==> config.mk <==
export PLATFORM = sky130hd
export DESIGN_NAME = cska_seq_adder
export DESIGN_NICKNAME = d
export VERILOG_FILES = /design/src/rtl/cska_pkg.sv /design/src/rtl/cska_top.sv /design/src/rtl/cska_seq_adder.sv
export SDC_FILE = /design/constraint.sdc
export NUM_CORES = 1
export LEC_CHECK = 0
export ABC_AREA = 0
export CAP_MARGIN = 20
export CORE_AREA = 2 2 98 100
export DETAILED_ROUTE_END_ITERATION = 8
export DIE_AREA = 0 0 100 102
export PLACE_DENSITY_LB_ADDON = 0.15
export SLEW_MARGIN = 5
export SYNTH_ARGS = -nofsm -noshare
export SYNTH_HDL_FRONTEND = slang
export SYNTH_SLANG_ARGS = --single-unit
==> constraint.sdc <==
create_clock -name clk -period 4.9 [get_ports clk]
set_clock_uncertainty 0.1 [all_clocks]
set_input_delay 0.49 -clock clk [delete_from_list [all_inputs] [get_ports clk]]
set_output_delay 0.49 -clock clk [all_outputs]
set_load 0.02 [all_outputs]
==> src/rtl/cska_pkg.sv <==
// Shared types and helpers for the carry-skip adder family.
package cska_pkg;

    typedef enum logic [1:0] {
        IDLE = 2'd0,
        RUN  = 2'd1,
        DONE = 2'd2
    } cska_seq_state_t;

    function automatic int unsigned cska_nslices(input int unsigned width,
                                                 input int unsigned chunk);
        return width / chunk;
    endfunction

endpackage

==> src/rtl/cska_top.sv <==
// Combinational N-bit carry-skip adder built from BLOCK_SIZE-bit ripple blocks.
module cska_top #(
    parameter int unsigned N          = 8,
    parameter int unsigned BLOCK_SIZE = 2
) (
    input  logic [N-1:0] A,
    input  logic [N-1:0] B,
    input  logic         Cin,
    output logic [N-1:0] S,
    output logic         Cout
);

    logic c;
    logic blk_cin;
    logic rc;
    logic p;

    // Each block bypasses its ripple chain when every bit propagates.
    always_comb begin
        S       = '0;
        c       = Cin;
        blk_cin = Cin;
        rc      = Cin;
        p       = 1'b1;
        for (int unsigned blk = 0; blk < N / BLOCK_SIZE; blk++) begin
            blk_cin = c;
            rc      = c;
            p       = 1'b1;
            for (int unsigned j = 0; j < BLOCK_SIZE; j++) begin
                S[blk*BLOCK_SIZE+j] = A[blk*BLOCK_SIZE+j] ^ B[blk*BLOCK_SIZE+j] ^ rc;
                rc = (A[blk*BLOCK_SIZE+j] & B[blk*BLOCK_SIZE+j]) |
                     (rc & (A[blk*BLOCK_SIZE+j] ^ B[blk*BLOCK_SIZE+j]));
                p  = p & (A[blk*BLOCK_SIZE+j] ^ B[blk*BLOCK_SIZE+j]);
            end
            c = p ? blk_cin : rc;
        end
        Cout = c;
    end

endmodule

==> src/rtl/cska_seq_adder.sv <==
// Multi-cycle WIDTH-bit adder that streams CHUNK-bit slices through one shared
// carry-skip adder, LSB slice first, with a registered inter-slice carry.
module cska_seq_adder
    import cska_pkg::*;
#(
    parameter int unsigned WIDTH      = 32,
    parameter int unsigned CHUNK      = 8,
    parameter int unsigned BLOCK_SIZE = 2
) (
    input  logic             clk,
    input  logic             rst_n,
    input  logic             in_valid,
    output logic             in_ready,
    input  logic [WIDTH-1:0] a,
    input  logic [WIDTH-1:0] b,
    input  logic             cin,
    output logic             out_valid,
    input  logic             out_ready,
    output logic [WIDTH-1:0] sum,
    output logic             cout,
    output logic             busy
);

    localparam int unsigned NSLICES = cska_nslices(WIDTH, CHUNK);
    localparam int unsigned CNT_W   = (NSLICES > 1) ? $clog2(NSLICES) : 1;
    localparam logic [CNT_W-1:0] LAST_SLICE = CNT_W'(NSLICES - 1);

    if (WIDTH % CHUNK != 0) begin : g_bad_width
        $error("cska_seq_adder: WIDTH must be a multiple of CHUNK");
    end
    if (CHUNK % BLOCK_SIZE != 0) begin : g_bad_chunk
        $error("cska_seq_adder: CHUNK must be a multiple of BLOCK_SIZE");
    end

    cska_seq_state_t  state_q;
    cska_seq_state_t  state_d;
    logic [WIDTH-1:0] a_sh;
    logic [WIDTH-1:0] b_sh;
    logic [WIDTH-1:0] sum_sh;
    logic             carry_q;
    logic [CNT_W-1:0] cnt;
    logic [CHUNK-1:0] slice_sum;
    logic             slice_cout;
    logic             accept;

    cska_top #(
        .N          (CHUNK),
        .BLOCK_SIZE (BLOCK_SIZE)
    ) u_add (
        .A    (a_sh[CHUNK-1:0]),
        .B    (b_sh[CHUNK-1:0]),
        .Cin  (carry_q),
        .S    (slice_sum),
        .Cout (slice_cout)
    );

    assign in_ready  = (state_q == IDLE);
    assign out_valid = (state_q == DONE);
    assign busy      = (state_q != IDLE);
    assign sum       = sum_sh;
    assign cout      = carry_q;
    assign accept    = in_valid && (state_q == IDLE);

    always_ff @(posedge clk or negedge rst_n) begin
        if (!rst_n) begin
            state_q <= IDLE;
        end else begin
            state_q <= state_d;
        end
    end

    always_comb begin
        state_d = state_q;
        case (state_q)
            IDLE:    if (in_valid)           state_d = RUN;
            RUN:     if (cnt == LAST_SLICE)  state_d = DONE;
            DONE:    if (out_ready)          state_d = IDLE;
            default:                         state_d = IDLE;
        endcase
    end

    // Shift-based insert keeps the NSLICES==1 case legal (no zero-width slice).
    always_ff @(posedge clk or negedge rst_n) begin
        if (!rst_n) begin
            a_sh    <= '0;
            b_sh    <= '0;
            sum_sh  <= '0;
            carry_q <= 1'b0;
            cnt     <= '0;
        end else if (accept) begin
            a_sh    <= a;
            b_sh    <= b;
            carry_q <= cin;
            cnt     <= '0;
        end else if (state_q == RUN) begin
            a_sh    <= a_sh >> CHUNK;
            b_sh    <= b_sh >> CHUNK;
            sum_sh  <= (sum_sh >> CHUNK) | (WIDTH'(slice_sum) << (WIDTH - CHUNK));
            carry_q <= slice_cout;
            cnt     <= cnt + CNT_W'(1);
        end
    end

endmodule

==> results_dict.tcl <==
set metrics [dict create \
    die_h_um 102 \
    totalWireLength_mm 9.95 \
    powerDensity_mw_per_mm2 683 \
    setup_viol_count_final 0 \
    cts_sinks 101 \
    worstPathBufferInverterCount 3 \
    place_area_sq_mm 0.00553 \
    clockBufferDepth 2 \
    hold_buffers 0 \
    vias 3514 \
    min_period_over_period_pct 96.4 \
    grt_max_degree 87 \
    final.min_clock_period_ns 4.72 \
    fmax_mhz 212 \
    drv_slew 0 \
    yosysSeqAreaShare_pct 56.6 \
    crit_chain "inv_2, fa_1, inv_1, fa_1, mux2_2, fa_1, fa_2, mux2_2, fa_1, fa_2, mux2_2, fa_1, inv_1, fa_1, o21ai_0" \
    power.share.switching_pct 42.5 \
    wl_per_cell_um 14.7 \
    ant_nets 0 \
    synthAdderAreaFrac_pct 6.11 \
    drc 0 \
    seq_power_share_pct 38.2 \
    p_switching_uw 1670 \
    postSynthAreaPerCell_sq_um 9.53 \
    antenna_found_initial 0 \
    ys_seq_elements 101 \
    grt_pass1_wl_mm 16.5 \
    drt_iter0_drc 182 \
    crit_top_cell "fa_1" \
    worstMarginPinSlew_ns 1.00 \
    die_w_um 100 \
    diodes 0 \
    drive_gt1_share_pct 5.32 \
    holdCritPathClass "in2async" \
    row_count 35 \
    cp_slowest_cell "dfrtp_1" \
    clkTransAtPathRegs_ns 0.10 \
    syn_inst 468 \
    synth_mux_area_share_pct 0.757 \
    total_power_uw 3920 \
    ys_types 25 \
    ctsRootBufferMaster "clkbuf_8" \
    endpoint_kind "register" \
    crit_type "reg2reg" \
    place.gp.congestion 0.823 \
    initial_core_util_pct 49.0 \
    cts-htree-levels 3 \
    start_kind "register" \
    synth_fp_nets 554 \
    crit_fanout 4 \
    ys_warn_count 0 \
    num-fill-cells 774 \
    post_cts_buffers 0 \
    status "finished, violations left" \
    slowest_delay_ns 0.43 \
    dp_hpwl_mm 6.63 \
    synthSimpleGateAreaFrac_pct 20.7 \
    die_area_sq_mm 0.0102 \
    post-route-cell-area_sq_mm 0.00574 \
    grt_overflow 0 \
    io-pin-count 105 \
    track_usage_pct 20.3 \
    yosys-top-cells-area "dfrtp_1, nand2_1, a22oi_1" \
    synth_xor_area_share_pct 0 \
    viasPerCell 5.21 \
    core_area_sq_mm 0.00911 \
    hold_violations 5 \
    slew-limit-headroom_pct 33.1 \
    p_comb_share_pct 47.8 \
    syn_area_sq_mm 0.00446 \
    yosys.area.top_type_share_pct 56.6 \
    maxCapViolCount 0 \
    clkLatencyLatePin_ns 0.36 \
    p_leak_uw 0.00275 \
    critPathTopFamily "adder cells" \
    pwr-share-clk_pct 14.0 \
    violations "negative hold slack" \
    cp.arrival_ns 4.87 \
    cts_made_buffers 9 \
    dr.pass1.iters 4 \
    power.internal_uw 2250 \
    vdd_ir_drop_max_v 0.000253 \
    cts_resized 0 \
    yosys.area.top_type "dfrtp_1" \
    final_nets 645 \
    worstPathRequired_ns 5.05 \
    synth_top_family_by_area "simple AND/OR/NAND/NOR gates" \
    first_global_vias 3410 \
    syn_to_final_growth_pct 28.7 \
    hold_ws_ns -0.00964 \
    port_buffers 104 \
    synth_compound_area_share_pct 11.7 \
    cts_tree "done" \
]
==> flip-flops by register name, summed over array words and instances, names as in the netlist <==
register,count
a_sh,32
b_sh,32
sum,32
cnt,2
state_q,2
cout,1
==> per-layer routing <==
layer	share of wire [%]	wire (um)	global-route usage, %	vias up
met2	49	4850	32.2	82
met4	1.2	118	6.95	0
li1	-	-	-	1708
met5	0	0	0	-
met1	46	4550	28.9	1714
met3	4.3	430	3.42	10
==> stage by stage <==
stage               std cells  setup TNS (ns)  hold slack [ns]  utilization, %  worst slack [ns]
floorplan                 468               0           0.0944               -             0.307
global placement          659               0            0.357            60.7             0.259
detailed placement        659               0            0.362            60.7             0.111
CTS                       675               0           0.0104            63.0            0.0688
global route              675        -0.00270           0.0249            63.0          -0.00270
finish                    675               0         -0.00964            63.0             0.177
==> synth_stat cells (all sizes together) <==
cell,instances
nand2,222
mux2,3
ha,9
dfrtp,101
clkbuf,5
a221o,4
buf,23
o21ai,20
nor2b,1
o21bai,1
nor2,5
a22oi,44
inv,9
nor3,4
nor3b,1
nor4b,1
o31ai,1
a21oi,3
a2bb2oi,1
nand4,1
fa,8
o41a,1
==> power by group through the flow <==
stage | clock, uW | sequential [uW] | combinational (uW)
global route | 595 | 1560 | 2110
global placement | 0 | 1500 | 1800
floorplan | 0 | 1590 | 1160
CTS | 562 | 1500 | 1870
detailed placement | 0 | 1520 | 1860
finish | 551 | 1500 | 1870
==> final timing paths <==
path                                         start                   end  slack (ns)  cells past startpoint
worst min register to register  sum[7]$_DFFE_PN0P_    sum[7]$_DFFE_PN0P_        0.38                      2
min in group clk                sum[7]$_DFFE_PN0P_    sum[7]$_DFFE_PN0P_        0.38                      2
max in group asynchronous                    rst_n  b_sh[16]$_DFFE_PN0P_        3.54                      2
worst max-delay path              cout$_DFFE_PN0P_   sum[31]$_DFFE_PN0P_        0.18                     15
worst max register to register    cout$_DFFE_PN0P_   sum[31]$_DFFE_PN0P_        0.18                     15
worst min-delay path                         rst_n    sum[7]$_DFFE_PN0P_       -0.01                      1
==> cells in the final DEF (no fill, tap or decap) <==
cell type,count
clkbuf_8,11
a221o_1,4
a21oi_1,3
fa_2,2
nor3_1,4
nor4b_1,1
clkdlybuf4s50_1,103
o41a_1,1
buf_4,5
ha_1,9
bufinv_16,1
nor2_4,1
nand4_1,1
a22oi_1,44
nor2b_4,1
nand2_1,221
o21ai_0,20
inv_1,8
o21bai_1,1
o31ai_1,1
nor2_1,4
dfrtp_1,101
nand2_2,1
clkinv_4,3
nor3b_4,1
a2bb2oi_1,1
fa_1,6
mux2_2,3
inv_2,1
clkbuf_1,1
==> kinds of logic (layout without fill, tap and decap cells) <==
logic type      count (synthesis)  after routing
compound gates                 75             75
fa+ha+maj                      17             17
buf+inv                        37            133
flops                         101            101
mux                             3              3
simple gates                  235            235
==> cell type report <==
type                       instances  area [sq um]  area share, %
clock buffer                      12           155           2.70
clock inverter                     4          56.3          0.981
inverter                           9          33.8          0.588
multi-input combinational        330          1760           30.7
sequential                       101          2530           44.0
tap                              111           139           2.42
timing repair buffer             108          1070           18.6
(Power assumes the default switching activity.)
